[config.mk]
export PLATFORM = sky130hd
export DESIGN_NAME = mp_add_seq
export DESIGN_NICKNAME = d
export VERILOG_FILES = /design/src/rtl/adder_pkg.sv /design/src/rtl/rca.sv /design/src/rtl/mp_add_seq.sv
export SDC_FILE = /design/constraint.sdc
export NUM_CORES = 1
export LEC_CHECK = 0
export CORE_ASPECT_RATIO = 0.75
export CORE_UTILIZATION = 50
export CTS_CLUSTER_SIZE = 40
export DETAILED_ROUTE_END_ITERATION = 6
export PLACE_DENSITY = 0.77
export SYNTH_ARGS = -nofsm -noshare
export SYNTH_HDL_FRONTEND = slang
export SYNTH_SLANG_ARGS = --single-unit
[constraint.sdc]
create_clock -name clk -period 6 [get_ports clk]
set_input_delay 1.2 -clock clk [delete_from_list [all_inputs] [get_ports clk]]
set_output_delay 1.2 -clock clk [all_outputs]
set_load 0.05 [all_outputs]
[src/rtl/adder_pkg.sv]
// Shared types and constants for the byte-serial multi-precision adder.
package adder_pkg;

    localparam int BYTE_W = 8;

    typedef enum logic [1:0] {
        IDLE = 2'd0,
        RUN  = 2'd1,
        DONE = 2'd2
    } state_e;

    // Byte-index width; a 1-word build still needs a 1-bit index.
    function automatic int idx_width(input int words);
        return (words > 1) ? $clog2(words) : 1;
    endfunction

endpackage

[src/rtl/rca.sv]
// 8-bit ripple-carry adder with exposed carry-in and carry-out.
module rca
    import adder_pkg::*;
(
    input  logic [BYTE_W-1:0] a,
    input  logic [BYTE_W-1:0] b,
    input  logic              cin,
    output logic [BYTE_W-1:0] sum,
    output logic              cout
);

    logic carry;

    always_comb begin
        carry = cin;
        sum   = '0;
        for (int i = 0; i < BYTE_W; i++) begin
            sum[i] = a[i] ^ b[i] ^ carry;
            carry  = (a[i] & b[i]) | (carry & (a[i] ^ b[i]));
        end
        cout = carry;
    end

endmodule

[src/rtl/mp_add_seq.sv]
// Byte-serial multi-precision add/subtract: one rca pass per byte, LSB first,
// with the carry held in a register between passes.
module mp_add_seq
    import adder_pkg::*;
#(
    parameter int WORDS = 4
) (
    input  logic                 clk,
    input  logic                 rst,
    input  logic                 in_valid,
    output logic                 in_ready,
    input  logic [8*WORDS-1:0]   in_a,
    input  logic [8*WORDS-1:0]   in_b,
    input  logic                 in_cin,
    input  logic                 in_sub,
    output logic                 out_valid,
    input  logic                 out_ready,
    output logic [8*WORDS-1:0]   out_sum,
    output logic                 out_cout,
    output logic                 out_ovf,
    output logic                 busy
);

    localparam int                W        = BYTE_W * WORDS;
    localparam int                IDX_W    = idx_width(WORDS);
    localparam logic [IDX_W-1:0]  LAST_IDX = IDX_W'(WORDS - 1);

    state_e            state_q, state_d;
    logic [IDX_W-1:0]  idx_q,   idx_d;
    logic              carry_q, carry_d;
    logic              ovf_q,   ovf_d;
    logic [W-1:0]      opa_q,   opa_d;
    logic [W-1:0]      opb_q,   opb_d;
    logic [W-1:0]      sum_q,   sum_d;

    logic [BYTE_W-1:0] byte_a;
    logic [BYTE_W-1:0] byte_b;
    logic [BYTE_W-1:0] byte_sum;
    logic              byte_cout;

    assign byte_a = opa_q[idx_q*BYTE_W +: BYTE_W];
    assign byte_b = opb_q[idx_q*BYTE_W +: BYTE_W];

    rca u_rca (
        .a    (byte_a),
        .b    (byte_b),
        .cin  (carry_q),
        .sum  (byte_sum),
        .cout (byte_cout)
    );

    always_comb begin
        // NOTE: every _d gets its hold value first, so no path can infer a latch.
        state_d = state_q;
        idx_d   = idx_q;
        carry_d = carry_q;
        ovf_d   = ovf_q;
        opa_d   = opa_q;
        opb_d   = opb_q;
        sum_d   = sum_q;

        unique case (state_q)
            IDLE: begin
                if (in_valid) begin
                    // Subtraction is A + ~B + 1: invert B here and seed the carry with 1.
                    opa_d   = in_a;
                    opb_d   = in_sub ? ~in_b : in_b;
                    carry_d = in_sub | in_cin;
                    idx_d   = '0;
                    state_d = RUN;
                end
            end
            RUN: begin
                sum_d[idx_q*BYTE_W +: BYTE_W] = byte_sum;
                carry_d = byte_cout;
                if (idx_q == LAST_IDX) begin
                    ovf_d   = (opa_q[W-1] == opb_q[W-1]) &&
                              (byte_sum[BYTE_W-1] != opa_q[W-1]);
                    state_d = DONE;
                end else begin
                    idx_d = idx_q + 1'b1;
                end
            end
            DONE: begin
                if (out_ready) begin
                    state_d = IDLE;
                end
            end
            default: begin
                state_d = IDLE;
            end
        endcase
    end

    // NOTE: operand and sum registers are reset along with control so every
    // output reads zero immediately after rst, including mid-operation.
    always_ff @(posedge clk or posedge rst) begin
        if (rst) begin
            state_q <= IDLE;
            idx_q   <= '0;
            carry_q <= 1'b0;
            ovf_q   <= 1'b0;
            opa_q   <= '0;
            opb_q   <= '0;
            sum_q   <= '0;
        end else begin
            // NOTE: non-blocking so every register samples pre-edge values.
            state_q <= state_d;
            idx_q   <= idx_d;
            carry_q <= carry_d;
            ovf_q   <= ovf_d;
            opa_q   <= opa_d;
            opb_q   <= opb_d;
            sum_q   <= sum_d;
        end
    end

    assign in_ready  = (state_q == IDLE);
    assign out_valid = (state_q == DONE);
    assign busy      = (state_q != IDLE);
    assign out_sum   = sum_q;
    assign out_cout  = carry_q;
    assign out_ovf   = ovf_q;

endmodule

==> impl_metrics.ini <==
[synthesis]
yosys_register_bits = 102
synth_area_um2 = 4797
synth_nets = 462
synthArstFlopShare_pct = 100.0
synth_edf_count = 0
synth.most_common_cell = dfrtp_1
yosysTopAreaCellShare_pct = 53.21
synthDistinctLibCells = 35
synth_top_flop_cell = dfrtp_1
ys_top_cells_by_area = dfrtp_1 (53%), mux2_2 (8.0%), mux4_2 (7.5%), xnor2_1 (5.8%), o2bb2ai_1 (3.7%)
yosysTopAreaCell = dfrtp_1
synth_top_cells_by_count = dfrtp_1 (102), nor2_1 (35), mux2_2 (34), a21oi_1 (32), xnor2_1 (32)
synth_warnings = 0
yosysSeqAreaShare_pct = 53.21
syn_avg_cell_area_um2 = 12.69
postSynthCellCount = 378

[cells_and_area]
drive_gt1_share_pct = 17.81
synthToLayoutAreaGrowth_pct = 30.41
diodes = 0
fillers = 662
fin_cells = 611
final_nets = 562

[timing]
period_share_pct = 79.83
skew_ns = 0.007475
max_freq_mhz = 208.8
drv_slew = 0
maxSlewHeadroom_pct = 33.59
period_minus_slack_ns = 4.790
tightest_slew_ns = 0.9962
finalHoldViolations = 0
setup-violations-final = 0
setup_tns_ns = 0
rsz0062_at_grt = false

[drt]
routedWlPerCell_um = 17.14
routed_wirelength_mm = 10.47
ant_nets = 0
drt_iter0_markers = 228
drc = 0
drtPass1Iterations = 5
viasPerCell = 5.311
num_vias = 3245

[global_route]
grt_pass1_vias = 3308
grt_use_total_pct = 23.02
grt_max_degree = 100
overflow = 0
antenna_found_initial = 0
grt_pass1_wl_mm = 16.99

[power]
vdd_drop_max_uv = 361.0
p_per_area_nw_per_um2 = 662.4
leakage_nw = 2.601

[setup_path]
crit_required_ns = 6.23
r2r_slack_ns = 1.21
regToRegStartpoint = idx_q[0]$_DFFE_PP0P_
arrival_ns = 5.02
crit_path_start = idx_q[0]$_DFFE_PP0P_
path_class = reg2reg
worstSetupEndpointType = flip-flop
worstRegToRegCells = 16
crit_fanout = 8
start_kind = flip-flop
r2r-end = out_ovf$_DFFE_PP0P_

[cts]
clk_latency_ns = 0.34
post_cts.repair.setup_buffers = 0
cts_buffer_depth = 2
clock-sinks = 102
cts_hold_buf = 0
ctsHtreeMaxLevel = 3
clock-root-buffer = clkbuf_16
post_cts_resized = 0
clkTransAtPathRegs_ns = 0.07
cts_tree = built
cts_made_buffers = 9

[die]
dieArea_um2 = 9994
num_rows = 30
dieHeight_um = 86.83
initial_utilization_pct = 52.16
core_region_area_um2 = 9196
die_x_um = 115.1
ios = 107

[place]
io_buffers = 106
post-dp-hpwl_mm = 7.940
place.gp.congestion = 0.8328
place_inst = 595

[run_status]
status = complete, no violations

[worst_hold_path]
holdCritStartpoint = out_sum[5]$_DFFE_PP0P_
hold_depth = 2
hold_class = reg2reg
worstHoldEndpoint = out_sum[5]$_DFFE_PP0P_

[job]
drv_cap = 0
==> through the flow <==
step / setup slack, ns / hold WS, ns / power [mW] / area (um2) / utilization, %
after floorplan: 1.410 / 0.4752 / 2.795 / 4797 / -
after global placement: 1.344 / 0.4634 / 3.463 / 5947 / 64.67
after detailed placement: 1.216 / 0.4731 / 3.550 / 5947 / 64.67
after CTS: 1.193 / 0.4884 / 4.146 / 6256 / 68.03
after global routing: 0.9872 / 0.5072 / 4.370 / 6256 / 68.03
final: 1.210 / 0.4835 / 4.144 / 6256 / 68.03
==> report_power, final <==
group / internal, mW / total [mW] / switching [mW]
logic: 0.941 / 2.31 / 1.36
registers: 1.01 / 1.25 / 0.232
clock network: 0.337 / 0.592 / 0.255
total: 2.29 / 4.14 / 1.85
==> state kept, by name, summed over array words and instances, names as in the netlist <==
name	cells
opa_q	32
idx_q	2
out_sum	32
out_ovf	1
state_q	2
out_cout	1
opb_q	32
==> worst max-delay path, stage by stage (launching register included) <==
cell and delay [ns]:
dfrtp_1 0.53, mux4_2 0.40, inv_1 0.05, fa_1 0.41
fa_1 0.40, fa_1 0.40, fa_1 0.37, inv_1 0.07
fa_1 0.17, inv_1 0.06, fa_1 0.44, fa_1 0.37
inv_1 0.08, fa_1 0.48, nand2b_1 0.11, o22ai_1 0.08
mux2_2 0.27
==> worst max path at each step <==
stage / to / slack (ns)
after CTS: out_ovf$_DFFE_PP0P_ / 1.19
final: out_ovf$_DFFE_PP0P_ / 1.21
after global routing: out_ovf$_DFFE_PP0P_ / 0.99
after detailed placement: out_ovf$_DFFE_PP0P_ / 1.22
after floorplan: out_ovf$_DFFE_PP0P_ / 1.41
after global placement: out_ovf$_DFFE_PP0P_ / 1.34
==> layout make-up <==
class	count	area (um2)	area share [%]
clock inverter	6	70.07	1.120
inverter	23	88.84	1.420
clock buffer	10	239.0	3.820
multi-input combinational	231	2052	32.80
tap	128	160.2	2.560
sequential	102	2552	40.80
timing repair buffer	111	1094	17.48
==> cell usage in the layout, fill, tap and decap left out, types with 2 or more instances in the layout <==
master,instances
nand2b_1,3
fa_1,8
ha_1,6
a21oi_1,32
buf_4,5
nor2_1,35
mux2_2,34
inv_1,22
o2bb2ai_1,20
clkinvlp_4,2
o21ai_2,8
nand2_1,16
xnor2_1,32
clkdlybuf4s50_1,105
mux4_2,16
dfrtp_1,102
a22o_1,4
clkbuf_16,9
==> routing by layer <==
layer / up-vias / track usage (%) / share of wire [%]
met5: - / 0 / 0
met1: 1609 / 31.24 / 46
met4: 0 / 7.792 / 1.5
li1: 1504 / - / -
met2: 117 / 37.35 / 48
met3: 15 / 4.755 / 4.6
==> cell families (layout without fill, tap and decap cells) <==
family	count (synthesis)	in the layout	share of synthesized area, %
XOR/XNOR	32	32	5.842
AO/OA/AOI/OAI	67	67	9.572
buffers and inverters	45	150	4.121
flip-flops	102	102	53.21
multiplexers	50	50	15.49
AND/OR/NAND/NOR	68	68	6.860
adder cells (fa/ha/maj)	14	14	4.903
Power figures use the tool's default switching activity.
